### config.mk
export PLATFORM = sky130hd
export DESIGN_NAME = seven_seg_scanner
export DESIGN_NICKNAME = d
export VERILOG_FILES = /design/src/rtl/seven_seg_scanner.sv
export SDC_FILE = /design/constraint.sdc
export NUM_CORES = 1
export LEC_CHECK = 0
export CAP_MARGIN = 30
export CORE_MARGIN = 8
export CORE_UTILIZATION = 45
export CTS_CLUSTER_DIAMETER = 50
export CTS_CLUSTER_SIZE = 20
export DETAILED_ROUTE_END_ITERATION = 8
export GPL_ROUTABILITY_DRIVEN = 0
export PLACE_DENSITY = 0.66
export SLEW_MARGIN = 20
export SYNTH_ARGS = -nofsm -noshare
export SYNTH_HDL_FRONTEND = slang
export SYNTH_SLANG_ARGS = --single-unit
### constraint.sdc
create_clock -name clk -period 3.3 [get_ports clk]
set_clock_uncertainty 0.05 [all_clocks]
set_input_delay 0.66 -clock clk [delete_from_list [all_inputs] [get_ports clk]]
set_output_delay 0.66 -clock clk [all_outputs]
set_load 0.05 [all_outputs]
### src/rtl/seven_seg_scanner.sv
// seven_seg_scanner: time-multiplexing driver for an 8-digit seven-segment decoder.
// Holds a 32-bit display word, steps sel through digits 0..7 with each digit held
// for DIGIT_CYCLES clocks, and presents the matching nibble on num. New words are
// accepted over a valid/ready handshake into a one-deep buffer. They become visible
// only at a frame boundary, so a frame never mixes two words.
//
// Ports:
//   clk          system clock
//   rst_n        asynchronous active-low reset
//   load_data    display word; nibble k is shown on digit k
//   load_valid   load_data is valid this cycle
//   load_ready   buffer is empty and a word can be accepted
//   digit_en     per-digit enable; 0 blanks that digit
//   num          nibble for the current digit
//   sel          current digit index
//   blank        current digit is disabled
//   frame_start  one-cycle pulse in the first cycle of each frame
module seven_seg_scanner #(
  parameter int unsigned DIGIT_CYCLES = 100000,
  parameter int unsigned CNT_W        = $clog2(DIGIT_CYCLES)
) (
  input  logic        clk,
  input  logic        rst_n,
  input  logic [31:0] load_data,
  input  logic        load_valid,
  output logic        load_ready,
  input  logic [7:0]  digit_en,
  output logic [3:0]  num,
  output logic [2:0]  sel,
  output logic        blank,
  output logic        frame_start
);

  localparam logic [CNT_W-1:0] TickMax = CNT_W'(DIGIT_CYCLES - 1);

  logic [CNT_W-1:0] tick_q, tick_d;
  logic [2:0]       sel_q, sel_d;
  logic [31:0]      shown_q, shown_d;
  logic [31:0]      pending_q, pending_d;
  logic             pend_flag_q, pend_flag_d;
  logic [3:0]       num_q, num_d;
  logic             frame_start_q, frame_start_d;

  logic tick_wrap;
  logic frame_wrap;
  logic accept;
  logic commit;

  always_comb begin
    tick_wrap  = (tick_q == TickMax);
    frame_wrap = tick_wrap && (sel_q == 3'd7);
    // accept needs an empty buffer and commit a full one, so they never coincide
    accept     = load_valid && !pend_flag_q;
    commit     = frame_wrap && pend_flag_q;

    tick_d        = tick_wrap ? '0 : tick_q + CNT_W'(1);
    sel_d         = tick_wrap ? sel_q + 3'd1 : sel_q;
    frame_start_d = frame_wrap;

    shown_d     = shown_q;
    pending_d   = pending_q;
    pend_flag_d = pend_flag_q;
    if (commit) begin
      shown_d     = pending_q;
      pend_flag_d = 1'b0;
    end
    if (accept) begin
      pending_d   = load_data;
      pend_flag_d = 1'b1;
    end

    // Derived from next-state values so num always matches sel and shown.
    num_d = shown_d[{sel_d, 2'b00} +: 4];
  end

  always_ff @(posedge clk or negedge rst_n) begin
    if (!rst_n) begin
      tick_q        <= '0;
      sel_q         <= 3'd0;
      shown_q       <= 32'd0;
      pending_q     <= 32'd0;
      pend_flag_q   <= 1'b0;
      num_q         <= 4'd0;
      frame_start_q <= 1'b0;
    end else begin
      tick_q        <= tick_d;
      sel_q         <= sel_d;
      shown_q       <= shown_d;
      pending_q     <= pending_d;
      pend_flag_q   <= pend_flag_d;
      num_q         <= num_d;
      frame_start_q <= frame_start_d;
    end
  end

  assign load_ready  = ~pend_flag_q;
  assign num         = num_q;
  assign sel         = sel_q;
  assign blank       = ~digit_en[sel_q];
  assign frame_start = frame_start_q;

endmodule

==> impl_metrics.toml <==
[layout]
final_cells = 537
drive_gt1_share_pct = 30.4
antennaDiodeCount = 0
nFillCells = 902
post-route-util_pct = 54.3
syn_to_final_growth_pct = 19.8
final_nets = 442

[detailed_routing]
wirelength_um = 9620
vias = 2894
drtIter0Drc = 130
ant_nets = 0
drcViolationCount = 0
wl_per_cell_um = 17.9
viasPerCell = 5.39
drt_pass1_iterations = 5

[synth]
netlist_instances = 339
synth_warnings = 0
synth.area.top_cells = "dfrtp_1 (49%), mux2_2 (11%), mux4_2 (8.9%)"
yosysTopAreaCell = "dfrtp_1"
yosys.cell_types.count = 44
netlist.area_leader.share_pct = 49.2
ys_ff_latch = 90
syn_nets = 385
synth_area_sq_um = 4570
synth_ff_type = "dfrtp_1"
synth_edf_count = 0
async_flop_share_pct = 100
synth-seq-area-share_pct = 49.2
avgSynthCellArea_sq_um = 13.5

[floorplanning]
start_util_pct = 45.3
fp.dieW_um = 117
ios = 53
die_h_um = 117
rows = 37
fp.coreArea_sq_um = 10100
die_area_sq_um = 13600

[clocking]
postCtsHoldBufs = 0
numCtsBuffers = 9
clk_pin_slew_ns = 0.09
clock_latency_ns = 0.36
clockRootBuffer = "clkbuf_8"
ctsLongestPathBuffers = 2
cts_resized = 0
cts_htree_levels = 3
cts_tree = "done"
cts.sinks = 90
postCtsSetupRepairBufs = 0

[grt]
overflow = 0
grt_pass1_vias = 3131
grt_max_degree = 60
grt_pass1_wl_um = 16100
grt_usage_pct = 15.5
antenna_found_initial = 0

[pwr]
seq_power_share_pct = 56.6
clkPwrFrac_pct = 37.2
p_comb_share_pct = 6.2
peakVddDrop_v = 0.000203
powerDensity_nw_per_um2 = 382
swShare_pct = 21.3
intPower_mw = 1.65
power_switching_mw = 0.446
leakage_nw = 2.40

[sta]
worst_slack_ns = 0.445
max_clock_freq_ghz = 0.350
post-route-period-util_pct = 86.5
final_max_slew_viol_count = 0
period_minus_slack_ns = 2.85
setup_viol_count_final = 0
rsz0062_at_grt = "no"
max_slew_margin_pct = 49.4
fin_setup_tns_ns = 0
hold_slack_ns = 0.330
worst_slew_pin_slew_ns = 0.759
hold_violations = 0

[setup_path]
end_kind = "output port"
required_ns = 2.59
crit_chain = "buf_4, mux4_2, mux2i_2, buf_12"
cp_slowest_stage_delay_ns = 0.57
crit_type = "register to output port"
cp-start-kind = "register"
path_max_fanout = 34
cp_slowest_cell = "mux4_2"
crit_arrival_ns = 2.14

[hold_path]
hold_class = "input port to asynchronous set/reset pin"

[placed_design]
portBuffers = 52
dp_hpwl_um = 6890
dp_slack_ns = 0.543
numPlacedInstances = 521

[flow_run]
drv_cap = 0

[status]
status = "completed"
[worst max-delay path, delay by kind of cell, from the launching register on]
family	cells	cell delay, ns
flip-flops	1	0.36
multiplexers	2	0.81
buffers and inverters	2	0.61
[path summary, 6_finish.rpt]
| kind | from | endpoint | slack (ns) | depth (start not counted) |
|---|---|---|---|---|
| setup / recovery | sel[0] | blank | 0.45 | 4 |
| setup reg to reg | tick_q[11] | shown_q[31] | 0.52 | 5 |
| hold reg to reg | tick_q[0] | tick_q[0] | 0.44 | 1 |
| min in group clk | tick_q[0] | tick_q[0] | 0.44 | 1 |
| max in group asynchronous | rst_n | pending_q[11] | 2.12 | 2 |
| hold / removal | rst_n | pending_q[5] | 0.33 | 1 |
[kinds of logic (layout without fill, tap and decap cells)]
group | Yosys count | in the layout | share of synthesized area (%)
multiplexers | 96 | 96 | 29.8
adder cells (fa/ha/maj) | 3 | 3 | 0.821
XOR/XNOR | 16 | 16 | 3.06
flip-flops | 90 | 90 | 49.2
AND/OR/NAND/NOR | 86 | 86 | 10.3
AO/OA/AOI/OAI | 23 | 23 | 3.53
buffers and inverters | 25 | 87 | 3.17
[area by class of cell]
class | count | area [sq um] | share of cell area, %
Inverter | 6 | 22.5 | 0.411
Timing Repair Buffer | 65 | 638 | 11.6
Sequential cell | 90 | 2250 | 41.1
Tap cell | 136 | 170 | 3.10
Multi-Input combinational cell | 224 | 2180 | 39.8
Clock buffer | 13 | 169 | 3.08
Clock inverter | 3 | 46.3 | 0.845
[cells in the mapped netlist (all sizes together) (2+ instances only)]
master	instances
nor3	2
mux2i	10
and2	2
o21ai	4
and3	2
nor4	4
xnor2	8
mux2	68
buf	14
xor2	8
dfrtp	90
clkbuf	5
o221ai	2
nor2	25
nand2	21
nand3	6
mux4	18
inv	6
nand4	7
a31oi	5
nand2b	6
ha	3
nor2b	4
a211oi	2
o211ai	4
[layout by cell type (no fill, tap or decap), types with 9 or more instances in the layout]
cell type / instances
nor2_1: 24
buf_4: 13
clkdlybuf4s50_1: 50
nand2_1: 21
mux2i_1: 9
mux4_2: 18
dfrtp_1: 90
clkbuf_8: 12
mux2_2: 43
mux2_4: 25
[state kept, by name, indices dropped and copies added, names as in the netlist]
register / cells
sel: 3
tick_q: 17
frame_start: 1
pend_flag_q: 1
shown_q: 32
pending_q: 32
num: 4
[routing by layer]
metal | up-vias | wire (um) | GRT usage, %
met4 | 0 | 140 | 5.80
li1 | 1347 | - | -
met3 | 11 | 406 | 3.95
met5 | - | 0 | 0
met1 | 1473 | 4400 | 19.8
met2 | 63 | 4670 | 24.8
[metrics by stage]
step	total power [mW]	cell area, sq um
finish	2.09	5480
global route	2.20	5480
floorplan	1.24	4580
global placement	1.34	5270
CTS	2.14	5480
detailed placement	1.34	5270
[power by group through the flow]
stage	clock network [mW]	registers, mW	logic [mW]
detailed placement	0	1.21	0.133
global route	0.867	1.19	0.143
CTS	0.819	1.19	0.133
finish	0.780	1.19	0.129
floorplan	0	1.19	0.0515
global placement	0	1.21	0.129
Power figures use the tool's default switching activity.
